==> src/rtl/mem_access_pkg.sv <==
// Shared definitions for the memory-stage access unit: funct3 encodings,
// the load result-source code and the access FSM state type.
package mem_access_pkg;

    localparam logic [2:0] F3_LB  = 3'b000;
    localparam logic [2:0] F3_LH  = 3'b001;
    localparam logic [2:0] F3_LW  = 3'b010;
    localparam logic [2:0] F3_LBU = 3'b100;
    localparam logic [2:0] F3_LHU = 3'b101;
    localparam logic [2:0] F3_SB  = 3'b000;
    localparam logic [2:0] F3_SH  = 3'b001;
    localparam logic [2:0] F3_SW  = 3'b010;

    localparam logic [1:0] RESULT_SRC_MEM = 2'b01;

    typedef enum logic [1:0] {
        IDLE,
        BUSY,
        DONE
    } state_t;

    // Access size lives in funct3[1:0]: 00 byte, 01 half, anything else word.
    function automatic logic [3:0] byte_enable(input logic [1:0] size, input logic [1:0] addr_lo);
        case (size)
            2'b00:   return 4'b0001 << addr_lo;
            2'b01:   return addr_lo[1] ? 4'b1100 : 4'b0011;
            default: return 4'b1111;
        endcase
    endfunction

endpackage

==> src/rtl/mem_access_load_extend.sv <==
// Load lane select and sign/zero extension of a read word, keyed by the low
// address bits and funct3; unknown funct3 codes return the full word.
module load_extend
    import mem_access_pkg::*;
(
    input  logic [31:0] word,
    input  logic [1:0]  addr_lo,
    input  logic [2:0]  funct3,
    output logic [31:0] ext
);

    logic [7:0]  byte_sel;
    logic [15:0] half_sel;

    function automatic logic [31:0] sext8(input logic signed [7:0] b);
        logic signed [31:0] s;
        s = b;
        return s;
    endfunction

    function automatic logic [31:0] sext16(input logic signed [15:0] h);
        logic signed [31:0] s;
        s = h;
        return s;
    endfunction

    always_comb begin
        case (addr_lo)
            2'b00:   byte_sel = word[7:0];
            2'b01:   byte_sel = word[15:8];
            2'b10:   byte_sel = word[23:16];
            default: byte_sel = word[31:24];
        endcase
        half_sel = addr_lo[1] ? word[31:16] : word[15:0];
    end

    always_comb begin
        case (funct3)
            F3_LB:   ext = sext8(byte_sel);
            F3_LH:   ext = sext16(half_sel);
            F3_LBU:  ext = {24'd0, byte_sel};
            F3_LHU:  ext = {16'd0, half_sel};
            F3_LW:   ext = word;
            default: ext = word;
        endcase
    end

endmodule

==> src/rtl/mem_access.sv <==
// Memory-stage data access unit: single-outstanding req/ack data port with stall.
// Optional macro MISALIGN_TRAP_EN turns misaligned half/word accesses into a trap flag.
module mem_access
    import mem_access_pkg::*;
#(
    parameter int DATA_WIDTH = 32
) (
    input  logic                  clk,
    input  logic                  rst,
    input  logic [DATA_WIDTH-1:0] i_alu_result_M,
    input  logic [DATA_WIDTH-1:0] i_write_data_M,
    input  logic                  i_mem_write_M,
    input  logic [1:0]            i_result_src_M,
    input  logic [2:0]            i_funct3_M,
    output logic [DATA_WIDTH-1:0] o_read_data_M,
    output logic                  o_stall_M,
    output logic                  o_misaligned_M,
    output logic                  o_dmem_req,
    output logic                  o_dmem_we,
    output logic [DATA_WIDTH-1:0] o_dmem_addr,
    output logic [DATA_WIDTH-1:0] o_dmem_wdata,
    output logic [3:0]            o_dmem_be,
    input  logic                  i_dmem_ack,
    input  logic [DATA_WIDTH-1:0] i_dmem_rdata
);

    state_t                state, state_nxt;
    logic                  is_store, is_load, access, misaligned, req_raw;
    logic [DATA_WIDTH-1:0] load_ext;

    assign is_store = i_mem_write_M;
    assign is_load  = !i_mem_write_M && (i_result_src_M == RESULT_SRC_MEM);
    assign access   = is_store || is_load;

`ifdef MISALIGN_TRAP_EN
    always_comb begin
        case (i_funct3_M[1:0])
            2'b00:   misaligned = 1'b0;
            2'b01:   misaligned = access && i_alu_result_M[0];
            default: misaligned = access && (i_alu_result_M[1:0] != 2'b00);
        endcase
    end
`else
    assign misaligned = 1'b0;
`endif

    always_comb begin
        state_nxt = state;
        req_raw   = 1'b0;
        case (state)
            IDLE: begin
                if (access && !misaligned) begin
                    req_raw   = 1'b1;
                    state_nxt = i_dmem_ack ? DONE : BUSY;
                end
            end
            BUSY: begin
                req_raw = 1'b1;
                if (i_dmem_ack) state_nxt = DONE;
            end
            DONE:    state_nxt = IDLE;
            default: state_nxt = IDLE;
        endcase
    end

    // Reset kills an in-flight request in the same cycle; memory must cope.
    assign o_dmem_req     = req_raw && !rst;
    assign o_stall_M      = req_raw && !rst;
    assign o_dmem_we      = o_dmem_req && is_store;
    assign o_misaligned_M = misaligned && (state == IDLE) && !rst;
    assign o_dmem_addr    = {i_alu_result_M[DATA_WIDTH-1:2], 2'b00};
    assign o_dmem_be      = byte_enable(i_funct3_M[1:0], i_alu_result_M[1:0]);

    always_comb begin
        case (i_funct3_M)
            F3_SB:   o_dmem_wdata = {4{i_write_data_M[7:0]}};
            F3_SH:   o_dmem_wdata = {2{i_write_data_M[15:0]}};
            F3_SW:   o_dmem_wdata = i_write_data_M;
            default: o_dmem_wdata = i_write_data_M;
        endcase
    end

    load_extend u_load_extend (
        .word    (i_dmem_rdata),
        .addr_lo (i_alu_result_M[1:0]),
        .funct3  (i_funct3_M),
        .ext     (load_ext)
    );

    always_ff @(posedge clk) begin
        if (rst) begin
            state         <= IDLE;
            o_read_data_M <= '0;
        end else begin
            state <= state_nxt;
            if (o_dmem_req && i_dmem_ack && is_load) o_read_data_M <= load_ext;
        end
    end

endmodule

==> config.mk <==
export PLATFORM = sky130hd
export DESIGN_NAME = mem_access
export DESIGN_NICKNAME = d
export VERILOG_FILES = /design/src/rtl/mem_access_pkg.sv /design/src/rtl/mem_access_load_extend.sv /design/src/rtl/mem_access.sv
export SDC_FILE = /design/constraint.sdc
export NUM_CORES = 1
export LEC_CHECK = 0
export CAP_MARGIN = 20
export CORE_MARGIN = 5
export CORE_UTILIZATION = 35
export CTS_CLUSTER_SIZE = 10
export DETAILED_ROUTE_END_ITERATION = 10
export GPL_TIMING_DRIVEN = 0
export PLACE_DENSITY = 0.88
export SLEW_MARGIN = 10
export SYNTH_ARGS = -nofsm -noshare
export SYNTH_HDL_FRONTEND = slang
export SYNTH_SLANG_ARGS = --single-unit
==> constraint.sdc <==
create_clock -name clk -period 5.15 [get_ports clk]
set_input_delay 0.515 -clock clk [delete_from_list [all_inputs] [get_ports clk]]
set_output_delay 0.515 -clock clk [all_outputs]
set_load 0.005 [all_outputs]
Word level (Yosys, flattened, before mapping)
Cells that the tools add are included.

Memories kept: 0. Output and inout port bits: 104. Input port bits: 105. Memory bits (writable): 0. Latch bits: 0. Bits in registers: 34. Bits in read-only memories: 0.

Reductions and logical operators: 13. Shift-type cells: 1. Multipliers: 0. Mux-type cells: 12. Equal/unequal tests: 10. Divide/modulo/power cells: 0. Add/subtract/negate cells: 0. Order comparisons: 0. Bitwise gates (word level): 0.

Operator list (number): $pmux 32 s4 (1); $pmux 32 s2 (1); $pmux 8 s3 (1); $mux 16 (1); $eq 2x1->1 const B (4); $pmux 4 s2 (1); $eq 3x3->1 const B (2); $logic_not 2->1 (3); $mux 2 (3); $logic_and 1x1->1 (5); $mux 4 (1); $ne 2x2->1 const B (2); $pmux 2 s2 (1); $shl 1x2->4 const A (1); $eq 3x1->1 const B (1); $logic_not 3->1 (1); $eq 2x2->1 const B (1); $logic_not 1->1 (2); $pmux 1 s2 (1); $reduce_and 2->1 (1); $logic_or 1x1->1 (1); $mux 1 (1).

Longest topological paths before layout
Gate-level depths: netlist of run 1.

Depth after elaboration: 8. Depth in mapped cells: 7.

Cells and area by module
From an unflattened synthesis of run 1, not the netlist that was laid out.

Cell total of the unflattened synthesis: 383. Area, all modules: 2816.5 um2.

Modules (own cells, without submodules): mem_access (instances 1, cells an instance 252, area an instance 2093.3 um2, sequential area each 680.7 um2); load_extend (instances 1, cells an instance 131, area an instance 723.2 um2, sequential area each 0.0 um2).

Least setup slack after synthesis of run 1
No wires, ideal clock.

Path type: input -> output. From: input port i_funct3_M[1]. To: output port o_dmem_wdata[20]. Arrival time: 1.773 ns. Setup slack: 2.862 ns. Cell stages on the path: 4. Cells stage by stage: clkbuf_1 > nor2_1 > clkbuf_1 > mux2_2.

Word-level cells in the longest chain between the ends: 2.

Ends and longest elaborated chain: from (decl) (RTL line mem_access.sv:14) `input logic [2:0] i_funct3_M,`; $eq 3x1->1 or $logic_not 3->1 (tied branches) (RTL line mem_access.sv:75) `case (i_funct3_M)`; $pmux 32 s2 * (RTL line mem_access.sv:75); to (decl) (RTL line mem_access.sv:21) `output logic [DATA_WIDTH-1:0] o_dmem_wdata,`.

Mark *: on every way between the ends. The rest lies on a longest branch, timed or not.

Worst setup path in the final report of run 1
From: input port i_funct3_M[2]. To: output port o_dmem_wdata[22].

Same word-level chain as after synthesis.

==> flow_metrics.env, run 1 <==
export IMPL_cts_buffers=5
export IMPL_cts_tree="built"
export IMPL_worst_path_stages=5
export IMPL_synth_edf_count=0
export IMPL_place_worst_setup_slack_ns=1.63
export IMPL_die_w_microns=93.2
export IMPL_synth_common_cells="nor2_1 (44), buf_4 (42), dfxtp_1 (34)"
export IMPL_grt_start_max_net_pins=11
export IMPL_path_cells="clkdlybuf4s50_1, nor2_1, clkbuf_1, mux2_2, clkdlybuf4s50_1"
export IMPL_yosysWarnings=0
export IMPL_power_leakage_nw=1.64
export IMPL_power_total_uw=742
export IMPL_synth_area_sq_um=2420
export IMPL_cts_sinks=34
export IMPL_pwr_share_comb_pct=36.2
export IMPL_num_io_pins=209
export IMPL_sw_frac_of_total_pct=26.4
export IMPL_core_sq_um=6760
export IMPL_syn_area_per_cell_sq_um=8.07
export IMPL_r2r_cells=6
export IMPL_powerDensity_nw_per_um2=171
export IMPL_post_cts_buffers=0
export IMPL_slew_viol_final=0
export IMPL_insertion_delay_ns=0.28
export IMPL_crit_start="i_funct3_M[2]"
export IMPL_pwr_share_seq_pct=36.7
export IMPL_critPathArrivalTime_ns=3.02
export IMPL_drc=0
export IMPL_routed_wl_met2_microns=4840
export IMPL_ys_seq_area_share_pct=28.1
export IMPL_synth_most_common_cell="nor2_1"
export IMPL_setup_viol=0
export IMPL_synth_top_flop_cell="dfxtp_1"
export IMPL_placement_io_buffers=171
export IMPL_dieArea_sq_um=8680
export IMPL_hold_path_class="reg2reg"
export IMPL_drv_cap=0
export IMPL_grtUsageTotal_pct=22.0
export IMPL_required_ns=4.64
export IMPL_yosys_area_top_type="dfxtp_1"
export IMPL_grt_pass1_vias=2885
export IMPL_crit_buf_inv=3
export IMPL_ant_nets=0
export IMPL_path_common_cell="clkdlybuf4s50_1"
export IMPL_wl_met3_microns=813
export IMPL_finalWorstSetupSlack_ns=1.61
export IMPL_die_h_microns=93.2
export IMPL_holdBufCountCts=0
export IMPL_p_int_uw=546
export IMPL_crit_family="buffers and inverters"
export IMPL_clk_pin_slew_worst_paths_ns=0.06
export IMPL_wl_microns=9810
export IMPL_rr_endpoint="o_read_data_M[12]$_SDFFE_PP0P_"
export IMPL_timing_clock_skew_ns=0.00211
export IMPL_initial_core_util_pct=35.9
export IMPL_antenna_found_initial=0
export IMPL_gp_congestion=0.940
export IMPL_power_frac_clock_pct=27.1
export IMPL_num_nets_final=585
export IMPL_final_hold_viol_count=0
export IMPL_cpPeakStageDelay_ns=0.67
export IMPL_synthArstFlopShare_pct=0
export IMPL_slew_headroom_pct=36.0
export IMPL_diodes=0
export IMPL_first_pass_iters=4
export IMPL_area_growth_pct=78.9
export IMPL_fin_area_sq_um=4330
export IMPL_critPathMaxFanout=10
export IMPL_ir_worst_vdd_uv=112
export IMPL_critPathLaunchType="primary input"
export IMPL_r2r_slack_ns=3.38
export IMPL_whs_ns=0.499
export IMPL_utilization_pct=64.1
export IMPL_cp_endpoint="o_dmem_wdata[22]"
export IMPL_drt_iter0_drc=146
export IMPL_synth_area_leaders="dfxtp_1 (28%), buf_4 (13%), mux2_2 (8.8%), a211oi_1 (8.7%), nor2_1 (6.8%)"
export IMPL_std_cell_rows=30
export IMPL_overflow=0
export IMPL_cts_resized=0
export IMPL_cts_root_buffer_cell="clkbuf_8"
export IMPL_highest_signal_layer="met4"
export IMPL_setup_tns_ns=0
export IMPL_grt_first_pass_wirelength_microns=15200
export IMPL_fin_crit_sh_pct=68.7
export IMPL_end_kind="output port"
export IMPL_synth_seq_cells=34
export IMPL_yosys_area_top_type_share_pct=28.1
export IMPL_status="completed"
export IMPL_placed_area_sq_um=4240
export IMPL_final_cells=561
export IMPL_reg2reg_from="state[1]$_SDFFE_PP0P_"
export IMPL_num_fill_cells=588
export IMPL_dp_cells=553
export IMPL_slowest_stage="nor2_1"
export IMPL_htree_levels=2
export IMPL_path_class="in2out"
export IMPL_grt_setup_unrepaired="false"
export IMPL_drive_gt1_share_pct=16.6
export IMPL_max_freq_ghz=0.283
export IMPL_min_period_ns=3.54
export IMPL_power_switching_uw=196
export IMPL_routedWlPerCell_microns=17.5
export IMPL_met1Wirelength_microns=4040
export IMPL_syn_inst=300
export IMPL_worstMarginPinSlew_ns=0.952
export IMPL_num_vias=2846
export IMPL_via_per_inst=5.07
export IMPL_post_dp_hpwl_microns=8140
export IMPL_synth_distinct_cells=39
export IMPL_cts_max_path_buffers=2
==> sequential cells by signal (all words and copies together) (netlist names) <==
| register | cells |
|---|---|
| state | 2 |
| o_read_data_M | 32 |
==> worst min-delay path by stage <==
| stage | startpoint | endpoint | cells past startpoint |
|---|---|---|---|
| after floorplan | o_read_data_M[15]$_SDFFE_PP0P_ | o_read_data_M[15]$_SDFFE_PP0P_ | 1 |
| after global placement | o_read_data_M[27]$_SDFFE_PP0P_ | o_read_data_M[27]$_SDFFE_PP0P_ | 2 |
| after detailed placement | o_read_data_M[14]$_SDFFE_PP0P_ | o_read_data_M[14]$_SDFFE_PP0P_ | 2 |
| after CTS | o_read_data_M[14]$_SDFFE_PP0P_ | o_read_data_M[14]$_SDFFE_PP0P_ | 2 |
| after global routing | o_read_data_M[6]$_SDFFE_PP0P_ | o_read_data_M[6]$_SDFFE_PP0P_ | 2 |
| final | o_read_data_M[14]$_SDFFE_PP0P_ | o_read_data_M[14]$_SDFFE_PP0P_ | 2 |
==> area by class of cell <==
type                    instances  area, sq um  share of cell area [%]
repair buffers                171         1710                    39.5
plain buffers                  66          424                    9.79
multi-input cells             198         1310                    30.2
well taps                      80          100                    2.31
flip-flops and latches         34          681                    15.7
clock buffers                   7         86.3                    1.99
clock inverters                 1         5.00                   0.116
inverters                       4         15.0                   0.347
==> cell usage in the layout, fill, tap and decap left out, types with 6 or more instances in the layout <==
cell | synthesis | routed
a211oi_1 | 28 | 28
dfxtp_1 | 34 | 34
a22oi_1 | 8 | 8
nand2_1 | 20 | 20
nor2_1 | 44 | 44
mux2_2 | 19 | 19
buf_4 | 42 | 42
a21o_1 | 8 | 8
mux2i_1 | 8 | 8
a21oi_1 | 15 | 15
clkbuf_8 | 0 | 6
clkdlybuf4s50_1 | 0 | 171
clkbuf_1 | 16 | 17
==> per-layer routing <==
metal | GRT usage (%) | vias up
met5 | 0 | -
met4 | 4.64 | 0
met3 | 5.31 | 10
met2 | 37.4 | 149
met1 | 28.3 | 1307
li1 | - | 1380
==> cells by family after synthesis <==
| group | count (synthesis) | synth area share (%) |
|---|---|---|
| other cells | 1 | 0.155 |
| buf+inv | 70 | 18.1 |
| flops | 34 | 28.1 |
| simple gates | 90 | 17.6 |
| mux | 28 | 13.1 |
| compound gates | 77 | 23.0 |
==> power groups by stage <==
stage          clock network (mW)  logic [mW]  registers (mW)
6_report                    0.201       0.269           0.272
5_1_grt                     0.218       0.287           0.272
4_1_cts                     0.205       0.268           0.272
3_5_place_dp                    0       0.266           0.278
3_3_place_gp                    0       0.263           0.278
2_1_floorplan                   0       0.106           0.278
==> tightest hold or removal path, cell delays in order (launching register included) <==
cell and delay, ns:
dfxtp_1 0.31, nor2_1 0.09, a211oi_1 0.05
Note: power is estimated with default switching activity, not from simulation.
==> inputs of run 2 (changes only) <==
--- a/config.mk
+++ b/config.mk
@@ -7,11 +7,11 @@
 export LEC_CHECK = 0
 export CAP_MARGIN = 20
 export CORE_MARGIN = 5
-export CORE_UTILIZATION = 35
+export CORE_UTILIZATION = 32
 export CTS_CLUSTER_SIZE = 10
 export DETAILED_ROUTE_END_ITERATION = 10
 export GPL_TIMING_DRIVEN = 0
-export PLACE_DENSITY = 0.88
+export PLACE_DENSITY = 0.81
 export SLEW_MARGIN = 10
 export SYNTH_ARGS = -nofsm -noshare
 export SYNTH_HDL_FRONTEND = slang
==> constraint.sdc (replaced) <==
create_clock -name clk -period 3.4 [get_ports clk]
set_input_delay 0.34 -clock clk [delete_from_list [all_inputs] [get_ports clk]]
set_output_delay 0.34 -clock clk [all_outputs]
set_load 0.005 [all_outputs]
==> flow_metrics.env, run 2 (same netlist as run 1, synthesis figures left out) <==
export IMPL_htree_levels=2
export IMPL_std_cell_rows=31
export IMPL_post_cts_buffers=0
export IMPL_slew_viol_final=0
export IMPL_power_leakage_nw=1.65
export IMPL_grt_start_max_net_pins=11
export IMPL_via_per_inst=4.86
export IMPL_whs_ns=0.468
export IMPL_r2r_cells=6
export IMPL_grtUsageTotal_pct=19.9
export IMPL_powerDensity_nw_per_um2=267
export IMPL_diodes=0
export IMPL_rr_endpoint="o_read_data_M[12]$_SDFFE_PP0P_"
export IMPL_placement_io_buffers=171
export IMPL_overflow=0
export IMPL_top_regs="o_read_data_M x32, state x2"
export IMPL_path_class="in2out"
export IMPL_ant_nets=0
export IMPL_cts_resized=0
export IMPL_die_h_microns=97.0
export IMPL_final_common_cell="clkdlybuf4s50_1"
export IMPL_grt_first_pass_wirelength_microns=15500
export IMPL_utilization_pct=59.7
export IMPL_wl_microns=9860
export IMPL_holdBufCountCts=0
export IMPL_required_ns=3.06
export IMPL_end_kind="output port"
export IMPL_setup_viol=0
export IMPL_clk_pin_slew_worst_paths_ns=0.07
export IMPL_final_hold_viol_count=0
export IMPL_post_dp_hpwl_microns=8240
export IMPL_cts_root_buffer_cell="clkbuf_8"
export IMPL_fin_area_sq_um=4380
export IMPL_worstHoldStart="rst"
export IMPL_largest_reg_flops=32
export IMPL_initial_core_util_pct=33.0
export IMPL_dieArea_sq_um=9410
export IMPL_crit_buf_inv=4
export IMPL_setup_tns_ns=0
export IMPL_routedWlPerCell_microns=17.0
export IMPL_worstMarginPinSlew_ns=1.05
export IMPL_first_pass_iters=6
export IMPL_grt_setup_unrepaired="false"
export IMPL_largest_register="o_read_data_M"
export IMPL_cts_buffers=5
export IMPL_die_w_microns=97.0
export IMPL_cts_tree="built"
export IMPL_grt_pass1_vias=2867
export IMPL_cts_max_path_buffers=2
export IMPL_drc=0
export IMPL_num_vias=2821
export IMPL_drv_cap=0
export IMPL_slew_headroom_pct=29.4
export IMPL_drt_iter0_drc=103
export IMPL_num_io_pins=209
export IMPL_antenna_found_initial=0
export IMPL_area_growth_pct=80.6
export IMPL_fin_crit_sh_pct=91.9
export IMPL_max_freq_ghz=0.320
export IMPL_ir_worst_vdd_uv=171
export IMPL_whs_path_depth=2
export IMPL_critPathArrivalTime_ns=2.78
export IMPL_hold_end="o_read_data_M[3]$_SDFFE_PP0P_"
export IMPL_critPathLaunchType="primary input"
export IMPL_layout_common_cells="clkdlybuf4s50_1 (171), nor2_1 (44), buf_4 (42)"
export IMPL_reg2reg_from="state[1]$_SDFFE_PP0P_"
export IMPL_path_cells="clkdlybuf4s50_1, buf_1, buf_1, nor2_1, o21bai_1, clkdlybuf4s50_1"
export IMPL_min_period_ns=3.12
export IMPL_place_worst_setup_slack_ns=0.298
export IMPL_insertion_delay_ns=0.28
export IMPL_hold_path_class="in2reg"
export IMPL_status="completed"
export IMPL_slowest_stage="buf_1"
export IMPL_cpPeakStageDelay_ns=0.59
export IMPL_core_sq_um=7330
export IMPL_gp_congestion=0.893
export IMPL_num_nets_final=585
export IMPL_finalWorstSetupSlack_ns=0.277
export IMPL_r2r_slack_ns=1.62
export IMPL_num_fill_cells=632
export IMPL_timing_clock_skew_ns=0.00202
export IMPL_critPathMaxFanout=10
export IMPL_placed_area_sq_um=4270
export IMPL_drive_gt1_share_pct=16.8
export IMPL_crit_family="buffers and inverters"
export IMPL_cts_sinks=34
==> run 2: cell types whose count changed in the layout (fill, tap and decap cells not counted), sizes merged <==
| cell | before | now |
|---|---|---|
| clkbuf | 24 | 25 |
| clkinv | 1 | 0 |
==> run 2: cell type report <==
cell class | count | area (sq um) | share of cell area [%]
repair buffers | 171 | 1710 | 39.1
multi-input cells | 198 | 1310 | 29.9
flip-flops and latches | 34 | 681 | 15.6
plain buffers | 66 | 424 | 9.69
well taps | 99 | 124 | 2.83
clock buffers | 8 | 110 | 2.52
inverters | 4 | 15.0 | 0.343
==> run 2: how the worst max path moves through the flow <==
stage             startpoint                to  slack (ns)  cells after the start
2_1_floorplan  i_funct3_M[1]  o_dmem_wdata[20]        1.46                      4
3_3_place_gp   i_funct3_M[2]  o_dmem_wdata[22]        0.28                      5
3_5_place_dp   i_funct3_M[2]  o_dmem_wdata[23]        0.30                      5
4_1_cts        i_funct3_M[2]  o_dmem_wdata[23]        0.29                      5
5_1_grt        i_funct3_M[0]  o_dmem_wdata[29]        0.12                      6
6_report       i_funct3_M[0]      o_dmem_be[3]        0.28                      6
==> run 2: metrics by stage <==
step / instances / power (mW)
6_report: 580 / 1.17
5_1_grt: 580 / 1.22
4_1_cts: 580 / 1.17
3_5_place_dp: 572 / 0.824
3_3_place_gp: 572 / 0.820
2_1_floorplan: 302 / 0.581
==> run 2: per-layer routing <==
layer	GRT usage [%]	share of wire, %	up-vias
met5	0	0	-
met4	1.84	0	0
met3	5.68	7.9	0
met2	34.6	50	143
met1	25.3	42	1299
li1	-	-	1379
==> run 2: worst reg2reg max path: stages, from the launching register on <==
cell and delay (ns):
dfxtp_1 0.30, nor2_1 0.18, and4b_1 0.21, clkbuf_1 0.24, clkbuf_1 0.40, nor2_1 0.09, a211oi_1 0.26
==> run 2: report_power, final <==
group / switching [mW] / internal (mW) / total (mW) / leakage, nW
Combinational: 0.148 / 0.257 / 0.404 / 1.32
Sequential: 0.00445 / 0.407 / 0.412 / 0.275
Clock: 0.147 / 0.205 / 0.352 / 0.0575
Total: 0.299 / 0.868 / 1.17 / 1.65
